`src/rtl/instr_prefetch_queue_pkg.sv`:
```
// Shared definitions for the instruction prefetch queue.
//   WORD_SIZE          : width of one instruction word on the fetch bus
//   DEFAULT_NOP_WORD   : word presented to the EU while the queue is empty
//   DEFAULT_RESET_ADDR : byte address of the first fetch after reset
//   fetch_state_t      : fetch FSM encoding (IDLE=0, REQ=1, DROP=2)
package instr_prefetch_queue_pkg;

   localparam int WORD_SIZE = 16;

   localparam logic [WORD_SIZE-1:0] DEFAULT_NOP_WORD   = 16'h0900;
   localparam logic [19:0]          DEFAULT_RESET_ADDR = 20'hFFFF0;

   typedef enum logic [1:0] {
      ST_IDLE = 2'd0,   // no request on the bus
      ST_REQ  = 2'd1,   // request outstanding, data will be queued
      ST_DROP = 2'd2    // request outstanding, data will be discarded
   } fetch_state_t;

endpackage

```
`src/rtl/instr_prefetch_queue_if.sv`:
```
// Memory fetch bus between the prefetch queue (master) and memory (slave).
//   mem_req   : master -> slave, request valid
//   mem_addr  : master -> slave, byte address of the requested word (bit0 = 0)
//   mem_ack   : slave -> master, mem_rdata valid and request complete
//   mem_rdata : slave -> master, fetched word
//
// Handshake: the master raises mem_req with a stable mem_addr and holds both
// until the cycle in which mem_ack is high; that cycle completes the transfer
// and carries the data. There is never more than one request outstanding and
// a request cannot be withdrawn once raised. mem_ack while mem_req is low has
// no meaning and is ignored by the master.
interface instr_prefetch_queue_if
   import instr_prefetch_queue_pkg::*;
#(
   parameter int ADDR_W = 20
);

   logic                 mem_req;
   logic [ADDR_W-1:0]    mem_addr;
   logic                 mem_ack;
   logic [WORD_SIZE-1:0] mem_rdata;

   modport master (
      output mem_req,
      output mem_addr,
      input  mem_ack,
      input  mem_rdata
   );

   modport slave (
      input  mem_req,
      input  mem_addr,
      output mem_ack,
      output mem_rdata
   );

endinterface

```
`src/rtl/instr_prefetch_queue_prefetch_fifo.sv`:
```
// Circular word storage for the prefetch queue.
//   clk, reset : clock, asynchronous active-high reset
//   clear      : empty the queue and rewind both pointers (wins over push/pop)
//   push       : write wdata at the tail
//   pop        : drop the head word (caller only pops when non-empty)
//   wdata      : word to push
//   head       : head word, or NOP_WORD when empty
//   count      : number of words held
//   not_empty  : count != 0
module prefetch_fifo
   import instr_prefetch_queue_pkg::*;
#(
   parameter int                   DEPTH    = 3,
   parameter logic [WORD_SIZE-1:0] NOP_WORD = DEFAULT_NOP_WORD
)(
   input  logic                           clk,
   input  logic                           reset,
   input  logic                           clear,
   input  logic                           push,
   input  logic                           pop,
   input  logic [WORD_SIZE-1:0]           wdata,
   output logic [WORD_SIZE-1:0]           head,
   output logic [$clog2(DEPTH+1)-1:0]     count,
   output logic                           not_empty
);

   localparam int PW = (DEPTH > 1) ? $clog2(DEPTH) : 1;
   localparam int CW = $clog2(DEPTH+1);

   logic [WORD_SIZE-1:0] storage [DEPTH];
   logic [PW-1:0]        rd_ptr;
   logic [PW-1:0]        wr_ptr;

   function automatic logic [PW-1:0] ptr_inc(input logic [PW-1:0] p);
      return (p == PW'(DEPTH-1)) ? '0 : p + 1'b1;
   endfunction

   always_ff @(posedge clk or posedge reset) begin
      if (reset) begin
         rd_ptr <= '0;
         wr_ptr <= '0;
         count  <= '0;
      end else if (clear) begin
         rd_ptr <= '0;
         wr_ptr <= '0;
         count  <= '0;
      end else begin
         if (push) wr_ptr <= ptr_inc(wr_ptr);
         if (pop)  rd_ptr <= ptr_inc(rd_ptr);
         // Push and pop together leave the count unchanged.
         count <= count + CW'(push) - CW'(pop);
      end
   end

   // Data storage needs no reset: entries are only visible once counted.
   always_ff @(posedge clk) begin
      if (push && !clear) storage[wr_ptr] <= wdata;
   end

   assign not_empty = (count != '0);
   assign head      = not_empty ? storage[rd_ptr] : NOP_WORD;

endmodule

```
`src/rtl/instr_prefetch_queue.sv`:
```
// Instruction prefetch queue sitting between the memory bus and the EU.
// Fetches 16-bit words ahead of execution, buffers up to DEPTH of them and
// hands the head word to the EU; flush redirects fetching after a jump.
//   clk, reset        : clock, asynchronous active-high reset
//   mem               : fetch bus (master side), see instr_prefetch_queue_if
//   flush, flush_addr : discard queue and restart fetching at flush_addr
//   instruction       : head word, NOP_WORD when empty
//   instruction_ready : queue holds at least one word
//   eu_request        : EU consumes the head word (ignored when empty)
//   queue_count       : words currently held
//   fetch_state       : current fetch FSM state (debug visibility)
module instr_prefetch_queue
   import instr_prefetch_queue_pkg::*;
#(
   parameter int                   DEPTH      = 3,
   parameter int                   ADDR_W     = 20,
   parameter logic [ADDR_W-1:0]    RESET_ADDR = ADDR_W'(DEFAULT_RESET_ADDR),
   parameter logic [WORD_SIZE-1:0] NOP_WORD   = DEFAULT_NOP_WORD
)(
   input  logic                        clk,
   input  logic                        reset,
   instr_prefetch_queue_if.master      mem,
   input  logic                        flush,
   input  logic [ADDR_W-1:0]           flush_addr,
   output logic [WORD_SIZE-1:0]        instruction,
   output logic                        instruction_ready,
   input  logic                        eu_request,
   output logic [$clog2(DEPTH+1)-1:0]  queue_count,
   output fetch_state_t                fetch_state
);

   localparam int CW = $clog2(DEPTH+1);

   fetch_state_t      state;
   fetch_state_t      state_nx;
   logic [ADDR_W-1:0] fetch_ptr;     // next word to fetch (address of REQ)
   logic [ADDR_W-1:0] drop_addr;     // address of the in-flight discarded cycle
   logic [ADDR_W-1:0] flush_target;
   logic [CW-1:0]     count;
   logic [CW-1:0]     count_after_pop;
   logic              not_empty;
   logic              pop;
   logic              push;
   logic              unused_flush_lsb;

   assign flush_target     = {flush_addr[ADDR_W-1:1], 1'b0};
   assign unused_flush_lsb = flush_addr[0];

   // Flush takes priority: it suppresses both the pop and the push.
   assign pop             = eu_request && not_empty && !flush;
   assign push            = (state == ST_REQ) && mem.mem_ack && !flush;
   assign count_after_pop = count - CW'(pop);

   // A request is only issued when a slot is still free after this cycle's
   // pop (and push), so the word it returns always has room: the slot is
   // reserved at issue time.
   always_comb begin
      state_nx = state;
      case (state)
         ST_IDLE: begin
            if (flush || (count_after_pop < CW'(DEPTH))) state_nx = ST_REQ;
         end
         ST_REQ: begin
            if (flush) begin
               // A bus cycle in flight must run to completion; its data is
               // dropped. If it completes right now, restart immediately.
               state_nx = mem.mem_ack ? ST_REQ : ST_DROP;
            end else if (mem.mem_ack) begin
               state_nx = (count_after_pop < CW'(DEPTH-1)) ? ST_REQ : ST_IDLE;
            end
         end
         ST_DROP: begin
            // A flush here only retargets fetch_ptr; the FSM keeps draining.
            if (mem.mem_ack && !flush) state_nx = ST_REQ;
         end
         default: state_nx = ST_IDLE;
      endcase
   end

   always_ff @(posedge clk or posedge reset) begin
      if (reset) begin
         state     <= ST_IDLE;
         fetch_ptr <= RESET_ADDR;
         drop_addr <= RESET_ADDR;
      end else begin
         state <= state_nx;
         if (flush)     fetch_ptr <= flush_target;
         else if (push) fetch_ptr <= fetch_ptr + ADDR_W'(2);
         if (state == ST_REQ && state_nx == ST_DROP) drop_addr <= fetch_ptr;
      end
   end

   // In DROP the bus still shows the old address while fetch_ptr already
   // holds the redirect target.
   assign mem.mem_req  = (state != ST_IDLE);
   assign mem.mem_addr = (state == ST_DROP) ? drop_addr : fetch_ptr;
   assign fetch_state  = state;

   prefetch_fifo #(
      .DEPTH    (DEPTH),
      .NOP_WORD (NOP_WORD)
   ) u_fifo (
      .clk       (clk),
      .reset     (reset),
      .clear     (flush),
      .push      (push),
      .pop       (pop),
      .wdata     (mem.mem_rdata),
      .head      (instruction),
      .count     (count),
      .not_empty (not_empty)
   );

   assign instruction_ready = not_empty;
   assign queue_count       = count;

endmodule

```
`src/flat_wrapper.sv`:
```
// flat-port wrapper written by rule: the top's interface ports become plain ports
module instr_prefetch_queue_flat import instr_prefetch_queue_pkg::*;
#(
   parameter int                   DEPTH      = 3,
   parameter int                   ADDR_W     = 20,
   parameter logic [ADDR_W-1:0]    RESET_ADDR = ADDR_W'(DEFAULT_RESET_ADDR),
   parameter logic [WORD_SIZE-1:0] NOP_WORD   = DEFAULT_NOP_WORD
)
  (clk, reset, flush, flush_addr, instruction, instruction_ready, eu_request, queue_count, fetch_state, mem_mem_req, mem_mem_addr, mem_mem_ack, mem_mem_rdata);
  instr_prefetch_queue_if #(.ADDR_W(ADDR_W)) mem_i ();
  input  logic clk;
  input  logic reset;
  input  logic flush;
  input  logic [ADDR_W-1:0] flush_addr;
  output logic [WORD_SIZE-1:0] instruction;
  output logic instruction_ready;
  input  logic eu_request;
  output logic [$clog2(DEPTH+1)-1:0] queue_count;
  output fetch_state_t fetch_state;
  output wire logic [$bits(mem_i.mem_req)-1:0] mem_mem_req;
  output wire logic [$bits(mem_i.mem_addr)-1:0] mem_mem_addr;
  input wire logic [$bits(mem_i.mem_ack)-1:0] mem_mem_ack;
  input wire logic [$bits(mem_i.mem_rdata)-1:0] mem_mem_rdata;
  assign mem_mem_req = mem_i.mem_req;
  assign mem_mem_addr = mem_i.mem_addr;
  assign mem_i.mem_ack = mem_mem_ack;
  assign mem_i.mem_rdata = mem_mem_rdata;
  instr_prefetch_queue #(.DEPTH(DEPTH), .ADDR_W(ADDR_W), .RESET_ADDR(RESET_ADDR), .NOP_WORD(NOP_WORD)) u_core (.clk(clk), .reset(reset), .mem(mem_i), .flush(flush), .flush_addr(flush_addr), .instruction(instruction), .instruction_ready(instruction_ready), .eu_request(eu_request), .queue_count(queue_count), .fetch_state(fetch_state));
endmodule
```
`config.mk`:
```
export PLATFORM = sky130hd
export DESIGN_NAME = instr_prefetch_queue_flat
export DESIGN_NICKNAME = d
export VERILOG_FILES = /design/src/rtl/instr_prefetch_queue_pkg.sv /design/src/rtl/instr_prefetch_queue_if.sv /design/src/rtl/instr_prefetch_queue_prefetch_fifo.sv /design/src/rtl/instr_prefetch_queue.sv /design/src/flat_wrapper.sv
export SDC_FILE = /design/constraint.sdc
export NUM_CORES = 1
export LEC_CHECK = 0
export CORE_MARGIN = 8
export CORE_UTILIZATION = 47
export CTS_BUF_LIST = sky130_fd_sc_hd__clkbuf_4 sky130_fd_sc_hd__clkbuf_8 sky130_fd_sc_hd__clkbuf_16
export DETAILED_ROUTE_END_ITERATION = 8
export MAX_ROUTING_LAYER = met4
export PLACE_DENSITY = 0.76
export RECOVER_POWER = 50
export SKIP_CTS_REPAIR_TIMING = 1
export SYNTH_ARGS = -nofsm -noshare
export SYNTH_HDL_FRONTEND = slang
export SYNTH_HIERARCHICAL = 1
export SYNTH_SLANG_ARGS = --single-unit
```
`constraint.sdc`:
```
create_clock -name clk -period 5.8 [get_ports clk]
set_clock_uncertainty 0.15 [all_clocks]
set_input_delay 0.58 -clock clk [delete_from_list [all_inputs] [get_ports clk]]
set_output_delay 0.58 -clock clk [all_outputs]
set_load 0.005 [all_outputs]
```
### After elaboration in Yosys (flattened, before gate mapping)

Memory sizes are Yosys's and may differ from the RTL's.
Index checks and enable logic that the tools add are counted.

| storage, ports and cells | value |
|---|---|
| flip-flop bits (word level) | 48 |
| memories | 1 |
| RAM bits | 48 |
| logic and storage cells | 54 |
| input bits | 41 |
| output and inout bits | 42 |

| cells by class | value |
|---|---|
| reduce and logical (&&, ||, !) cells | 14 |
| order comparisons | 2 |
| muxes and demuxes | 20 |
| equality and inequality tests | 5 |
| add/subtract/negate cells | 6 |

Memories:

| name | words | width | read ports | clocked after memory_dff | write ports | RTL line | RTL |
|---|---|---|---|---|---|---|---|
| u_core.u_fifo.storage | 3 | 16 | 1 | 0 | 1 | instr_prefetch_queue_prefetch_fifo.sv:30 | `logic [WORD_SIZE-1:0] storage [DEPTH];` |

Operators by type and width:

| cell | number |
|---|---|
| $mux W20 | 3 |
| $mux W2 | 12 |
| $add A20 B2 Y20 const B | 1 |
| $mux W16 | 1 |
| $eq A2 B2 Y1 const B | 4 |
| $reduce_bool A2 Y1 | 4 |
| $logic_and A1 B1 Y1 | 7 |
| $pmux W2 S3 | 1 |
| $add A2 B1 Y2 const B | 2 |
| $lt A2 B2 Y1 const B | 2 |
| $sub A2 B1 Y2 | 2 |
| $mux W1 | 3 |
| $add A2 B1 Y2 | 1 |
| $eq A2 B1 Y1 const B | 1 |
| $logic_not A2 Y1 | 1 |
| $logic_not A1 Y1 | 1 |
| $logic_or A1 B1 Y1 | 1 |

### Logic depth before layout (Yosys ltp)

Gate-level depths: netlist of run 1.

| logic depth | value |
|---|---|
| depth in word-level cells | 11 |
| depth in mapped cells | 9 |
| depth with buffers taken out | 7 |

### Hierarchy

The synthesis of run 1 kept the hierarchy.

By module, submodules not included:

| module | sequential area each (µm²) | cells an instance | area an instance (µm²) | instances |
|---|---|---|---|---|
| instr_prefetch_queue | 1041.0 | 218 | 2408.6 | 1 |
| prefetch_fifo | 1591.5 | 136 | 2269.7 | 1 |

### Worst setup path after synthesis of run 1

Ideal clock, no wire load.

| timing path | value |
|---|---|
| kind | in2reg |
| start | input port mem_mem_ack |
| end | memory u_core.u_fifo.storage[0][0] (enable) |
| buffers on the path | 1 |
| data required time | 5.214 ns |
| stages on the path | 4 |
| library setup time | 0.436 ns |
| slack | 2.290 ns |
| arrival time | 2.924 ns |
| cell sequence | buf_6 > nand3b_2 > nor2_1 > nor4b_1 |

| between the ends | value |
|---|---|
| longest elaborated chain between the ends | 5 |

Ends and longest elaborated chain:

| element | RTL line | RTL |
|---|---|---|
| start, declared | flat_wrapper.sv:22 | `input wire logic [$bits(mem_i.mem_ack)-1:0] mem_mem_ack;` |
| $logic_and A1 B1 Y1 (2 in series) | instr_prefetch_queue.sv:51 | `assign push = (state == ST_REQ) && mem.mem_ack && !flush;` |
| via u_core.push | instr_prefetch_queue.sv:43 | `logic push;` |
| $logic_and A1 B1 Y1 | instr_prefetch_queue_prefetch_fifo.sv:57 | `if (push && !clear) storage[wr_ptr] <= wdata;` |
| $mux W1 | instr_prefetch_queue_prefetch_fifo.sv:57 |  |
| $mux W1 (implied by the code) | instr_prefetch_queue_prefetch_fifo.sv:57 |  |
| end, declared | instr_prefetch_queue_prefetch_fifo.sv:30 |  |

The timed path passes the listed nets, and every way through them passes these cells.

### Worst setup path after layout of run 1

| timing path | value |
|---|---|
| start | register u_core.state[0], in the netlist u_core/fetch_state[0] |
| end | output port mem_mem_addr[18] |

| between the ends | value |
|---|---|
| longest elaborated chain between the ends | 2 |

Ends and longest elaborated chain:

| element | RTL line | RTL |
|---|---|---|
| start, declared | instr_prefetch_queue.sv:34 | `fetch_state_t state;` |
| start signal, assigned | instr_prefetch_queue.sv:86 | `state <= state_nx;` |
| $eq A2 B2 Y1 | instr_prefetch_queue.sv:96 | `assign mem.mem_addr = (state == ST_DROP) ? drop_addr : fetch_ptr;` |
| $mux W20 | instr_prefetch_queue.sv:96 |  |
| end, declared | flat_wrapper.sv:21 | `output wire logic [$bits(mem_i.mem_addr)-1:0] mem_mem_addr;` |

No other way between the ends.

==> results of run 1 <==
critical path: stages (launching register included):
cell and delay (ns):
sky130_fd_sc_hd__dfrtp_1 0.54, sky130_fd_sc_hd__or2b_1 0.81, sky130_fd_sc_hd__mux2_2 0.43, sky130_fd_sc_hd__clkdlybuf4s50_1 0.45
Yosys cell counts (all sizes together), types with 2 or more instances:
cell	instances	area share [%]
nand3b	3	0.56
and3	4	0.53
or2b	4	0.64
nand4b	4	0.88
o211a	14	3.0
nand4	5	0.67
edfxtp	48	31
dfrtp	14	7.5
and4b	2	0.43
nor4	6	1.1
xnor2	11	2.1
a22oi	2	0.32
and2b	2	0.32
nor2b	4	0.70
and4	4	0.75
o21ai	17	1.8
a31oi	4	0.53
a21oi	4	0.51
nand2	20	1.6
clkbuf	8	0.67
buf	16	2.8
nor2	10	0.80
dfstp	32	18
mux2	53	14
or2	2	0.27
xor2	3	0.56
inv	12	0.96
a31o	2	0.37
nor3	4	0.53
ha	4	1.1
or3b	2	0.37
nand3	8	0.96
mux2i	3	0.64
nand2b	15	2.0
layer usage:
metal | vias up | GRT usage, % | part of all wire (%)
met4 | 0 | 6.22 | 1.3
met5 | - | - | 0
met3 | 10 | 2.97 | 4.4
li1 | 1436 | - | -
met2 | 66 | 25.3 | 49
met1 | 1490 | 19.9 | 45
power by group:
part           switching [mW]  total [mW]  internal [mW]
Clock                   0.237       0.482          0.245
Sequential             0.0946       0.946          0.852
Combinational           0.216       0.572          0.356
Total                   0.547        2.00           1.45
final timing paths:
check,cells after the start,end
worst max-delay path,3,mem_mem_addr[18]
worst min-delay path,1,u_core/drop_addr[2]
worst max register to register,4,u_core/drop_addr[3]
worst min register to register,1,u_core/drop_addr[2]
max in group asynchronous,3,u_core/drop_addr[3]
min in group asynchronous,2,u_core/u_fifo/wr_ptr[1]
metrics by stage:
stage / setup slack [ns] / total power [mW] / instances
6_report: 2.48 / 2.00 / 564
5_1_grt: 2.33 / 2.12 / 564
4_1_cts: 2.46 / 2.05 / 563
3_5_place_dp: 2.50 / 1.56 / 548
3_3_place_gp: 2.66 / 1.54 / 548
2_1_floorplan: 2.29 / 1.30 / 354
sequential cells by signal (all words and copies together), names as in the netlist:
| register | flops |
|---|---|
| u_core/u_fifo/storage | 48 |
| u_core/drop_addr | 19 |
| u_core/fetch_ptr | 19 |
| u_core/fetch_state | 2 |
| u_core/u_fifo/count | 2 |
| u_core/u_fifo/rd_ptr | 2 |
| u_core/u_fifo/wr_ptr | 2 |
area by class of cell:
cell class / count / area share [%]
Antenna cell: 1 / 0.0438
Clock buffer: 9 / 2.17
Clock inverter: 6 / 1.66
Inverter: 12 / 0.788
Multi-Input combinational cell: 224 / 31.9
Sequential cell: 94 / 46.0
Tap cell: 133 / 2.91
Timing Repair Buffer: 85 / 14.5
kinds of logic after synthesis:
| kind of cell | after synthesis | synth area share, % |
|---|---|---|
| and+or+nand+nor | 101 | 13.5 |
| xor gates and xnor gates | 15 | 3.10 |
| muxes | 56 | 14.2 |
| DFF | 94 | 56.3 |
| other | 1 | 0.0802 |
| AOI/OAI and AO/OA | 47 | 7.27 |
| buffers and inverters | 36 | 4.47 |
| adders and majority gates | 4 | 1.07 |
==> out/results.txt, run 1 <==
Final max-slew violation count: 61
Failing checks: max-capacitance violations, max-slew violations
Area of the core: 9730 um2
Worst Path Max Fanout: 21
Clock latency of the later-clocked register in the worst-skew pair: 0.36 ns
Root Buffer Master: sky130_fd_sc_hd__clkbuf_8
Category of the worst setup path capture point: primary output
Starting density of the core: 48.1%
Synth unique cells: 57
WP data required: 5.07 ns
Setup repair after global routing missed its margin: false
First-pass DRT Iterations: 4
CP arrival: 2.59 ns
Timing startpoint of the critical path: u_core/fetch_state[0]
Vias: 3002
Net count of the mapped netlist: 399
Post-synth top flop: sky130_fd_sc_hd__edfxtp_1
TritonCTS clock tree: done
Clock transition at the register clock pins on the worst setup and hold paths after CTS: 0.09 ns
Number of H-tree levels: 3
Combined area of the multi-input logic cells: 1820 um2
Die area: 13400 um2
Num CTS Buffers: 9
Pin slew with the least headroom to its limit: 2.16 ns
Mapped Cells: 354
Number of nets in the finished design: 471
Register bit count reported by yosys: 94
Routed WL per cell: 17.8 um
Setup Viol. Count Final: 0
Number of antenna-violating nets in the routed design: 0
Number of standard-cell rows in the floorplan: 36
Total I/O pin count: 83
Cell area after synthesis: 4680 um2
Maximum ir drop on the vdd rail: 0.192 mV
Number of clock sinks seen by CTS: 94
Die span in y: 116 um
P per Cell Area: 350 nW/um2
Clock Tree Buf Depth: 2
Worst hold margin: 0.366 ns
Total negative setup slack: 0 ns
Share of synthesized area occupied by flip-flops and latches: 56.3%
Classification of the worst-slack hold path: flop to flop
Leakage power: 2.22 nW
Worst R2R Setup Slack: 3.04 ns
Placed Area: 5530 um2
Average vias per placed instance: 5.32
Number of antenna violations at the first check in global routing: 1
Final routed wirelength across all metal layers: 10000 um
Setup crit start kind: flop
DRC errors left: 0
Total congestion overflow: 0
Final core area utilization: 58.8%
Detail Placement HPWL: 6810 um
Final hold violations: 0
Post-route clock period utilization: 57.2%
Number of global-route vias before repair: 3124
Commonest cells after routing, fill and taps aside: sky130_fd_sc_hd__clkdlybuf4s50_1, sky130_fd_sc_hd__edfxtp_1, sky130_fd_sc_hd__mux2_2
Mapped Avg Cell Area: 13.2 um2
Count of flip-flops with a built-in enable after synthesis: 48
Start point of the worst hold path: u_core/drop_addr[2]
Width of the die: 116 um
Final weighted congestion of routability-driven global placement: 0.770
Async S/R FF share, synth: 48.9%
Status: finished, violations left
Number of DRC markers after the initial detailed-route iteration: 242
Total routing resource utilization after global routing: 16.0%
Port Buf Inserts: 80
Start-to-end type of the worst setup path: flop to primary output
Worst-case headroom to the max-slew limit: -43.9%
Post-layout minimum cycle time: 3.32 ns
Fraction of layout cells with a size suffix above 1: 25.6%
Critical R2R Launch: u_core/fetch_state[0]
Final design instance area without fill: 5720 um2
Commonest non-fill, non-tap cell in the layout: sky130_fd_sc_hd__clkdlybuf4s50_1
Sequential Area: 2630 um2
Synthesis warning total: 6
Synth-to-Final Area Change: 22.2%
Fill cells: 835
Max Cap Viol: 2
Maximum number of pins on one net before global-route repair: 41
Max Fclk: 301 MHz
First-pass GRT wire length: 16100 um
Power figures use the tool's default switching activity.
==> run 2: changes to the inputs <==
Clock period 5.8 ns to 3.11 ns, I/O delays scaled along.
==> run 2 against run 1 <==
Effect of this change:
- the run still ends with max-capacitance violations, max-slew violations left
- highest routed layer unchanged
- sequential cell count did not move
- non-clock buffer count increased by 4
- via count about the same
- critical path depth unchanged
- sequential share of layout area grew 0.071 points
- routed wire length decreased by 1.9%
==> out/results.txt, run 2 (synthesis gave the netlist of run 1 again) <==
Number of global-route vias before repair: 3169 (+1.4%)
Status: finished, violations left
Routed WL per cell: 17.3 um (-2.6%)
Maximum ir drop on the vdd rail: 0.283 mV (+47%)
Setup crit start kind: flop
Clock transition at the register clock pins on the worst setup and hold paths after CTS: 0.10 ns (about the same)
Setup Viol. Count Final: 0 (unchanged)
Worst-case headroom to the max-slew limit: -38.9% (+5.0 points)
Leakage power: 2.21 nW (-0.46%)
Commonest cells after routing, fill and taps aside: sky130_fd_sc_hd__clkdlybuf4s50_1, sky130_fd_sc_hd__edfxtp_1, sky130_fd_sc_hd__mux2_2
Category of the worst setup path capture point: primary output
Failing checks: max-capacitance violations, max-slew violations
Average vias per placed instance: 5.29 (-0.60%)
Worst path top cell family by delay: flip-flops
Start-to-end type of the worst setup path: flop to primary output
Number of clock sinks seen by CTS: 94 (unchanged)
Total congestion overflow: 0 (unchanged)
GR Layer Usage met1: 19.1% (-0.83 points)
Number of DRC markers after the initial detailed-route iteration: 158 (-35%)
Number of H-tree levels: 3 (unchanged)
P per Cell Area: 633 nW/um2 (+81%)
Worst Path Max Fanout: 19 (-9.5%)
Number of standard-cell rows in the floorplan: 36 (unchanged)
Maximum number of pins on one net before global-route repair: 41 (unchanged)
Classification of the worst-slack hold path: primary input to asynchronous set/reset pin
Register bank with the most flops: u_core/u_fifo/storage
Final weighted congestion of routability-driven global placement: 0.798 (+3.6%)
Max Cap Viol: 2 (unchanged)
Flip-flop count of the largest register after layout: 48 (unchanged)
Fraction of layout cells with a size suffix above 1: 25.7% (+0.17 points)
Final max-slew violation count: 61 (unchanged)
Clock Tree Buf Depth: 2 (unchanged)
Die area: 13400 um2 (unchanged)
Vias: 3005 (+0.10%)
Number of antenna violations at the first check in global routing: 0 (-1)
Total routing resource utilization after global routing: 15.9% (-0.074 points)
Root Buffer Master: sky130_fd_sc_hd__clkbuf_8
Post-layout minimum cycle time: 2.87 ns
Starting density of the core: 48.1% (unchanged)
Synth-to-Final Area Change: 22.0%
DRC errors left: 0 (unchanged)
Filler-free cell count of the finished design: 568 (+0.71%)
Post-route clock period utilization: 92.4%
Die span in y: 116 um (unchanged)
Number of nets in the finished design: 475 (+0.85%)
Buf/Inv on CP: 1 (unchanged)
CP arrival: 2.41 ns (-0.18 ns)
Commonest non-fill, non-tap cell in the layout: sky130_fd_sc_hd__clkdlybuf4s50_1
Cell breakdown of the critical path: mux2_2 > o211a_1 > clkdlybuf4s50_1
Met3 usage: 1.98% (-0.99 points)
Num CTS Buffers: 9 (unchanged)
WP data required: 2.65 ns (-2.42 ns)
Most congested layer reported by global routing: met2
Number of diodes: 0 (-1)
TritonCTS clock tree: done
Worst path slowest cell: sky130_fd_sc_hd__dfrtp_1
Max Fclk: 348 MHz
Number of antenna-violating nets in the routed design: 0 (unchanged)
Registers with the most flip-flops: u_core/u_fifo/storage: 48 flops, u_core/drop_addr: 19 flops, u_core/fetch_ptr: 19 flops
Pin slew with the least headroom to its limit: 2.08 ns (-0.0749 ns)
Detail Placement HPWL: 6850 um (+0.54%)
Total negative setup slack: 0 ns (unchanged)
CP peak stage delay: 0.92 ns (+0.11 ns)
Area of the core: 9730 um2 (unchanged)
Width of the die: 116 um (unchanged)
Setup repair after global routing missed its margin: false
Clock latency of the later-clocked register in the worst-skew pair: 0.37 ns (about the same)
Cell total after placement: 552 (+0.73%)
Final hold violations: 0 (unchanged)
First-pass DRT Iterations: 4 (unchanged)
Met2 track utilization from global routing: 26.2% (+0.89 points)
Port Buf Inserts: 80 (unchanged)
Fill cells: 819 (-1.9%)
Final routed wirelength across all metal layers: 9850 um (-1.9%)
Total I/O pin count: 83 (unchanged)
First-pass GRT wire length: 16100 um (-0.51%)
-- run 2: cell count changes in the layout (fill, tap and decap cells not counted), sizes merged, moves of 2 or more --
| cell | delta |
|---|---|
| buf | +5 |
| bufinv | -2 |
| clkdlybuf4s50 | +4 |
| dlygate4sd3 | -4 |
| inv | +2 |
-- run 2: metrics by stage --
stage	setup WS, ns	util [%]	hold WS [ns]	cell area (um2)	total power, mW
global route	0.113	58.7	0.189	5710	3.82
floorplan	0.323	-	-0.0480	4680	2.43
detailed placement	0.593	57.4	0.346	5580	2.92
finish	0.237	58.7	0.171	5710	3.61
global placement	0.658	57.4	0.335	5580	2.89
CTS	0.199	59.3	0.0394	5770	3.71
-- run 2: cell type report --
class                      count  area [um2]  area share, %
timing repair buffer          89         877           15.4
multi-input combinational    224        1800           31.6
clock inverter                 7        62.6           1.10
inverter                      12        45.0          0.789
sequential                    94        2630           46.1
clock buffer                   9         124           2.17
tap                          133         166           2.91
-- run 2: worst paths after layout --
| kind | cells after the start | to | start | slack [ns] |
|---|---|---|---|---|
| worst min register to register | 1 | u_core/drop_addr[2] | u_core/drop_addr[2] | 0.36 |
| worst min-delay path | 2 | u_core/u_fifo/rd_ptr[1] | reset | 0.17 |
| worst max-delay path | 3 | instruction[2] | u_core/u_fifo/rd_ptr[0] | 0.24 |
| min in group clk | 3 | u_core/fetch_ptr[8] | flush_addr[8] | 0.32 |
| worst max register to register | 4 | u_core/drop_addr[3] | u_core/fetch_state[0] | 0.40 |
| max in group asynchronous | 3 | u_core/fetch_ptr[3] | reset | 0.60 |
-- run 2: report_power, final --
part / total [mW] / switching (mW) / leakage, nW / internal, mW
Clock: 0.777 / 0.468 / 0.0980 / 0.309
Combinational: 1.08 / 0.401 / 1.16 / 0.677
Sequential: 1.76 / 0.172 / 0.948 / 1.59
Total: 3.61 / 1.04 / 2.21 / 2.57
-- run 2: per-layer routing --
layer / routed length, um / share of wire (%)
met2: 4990 / 51
met3: 295 / 3.0
met4: 182 / 1.8
met5: 0 / 0
met1: 4380 / 44
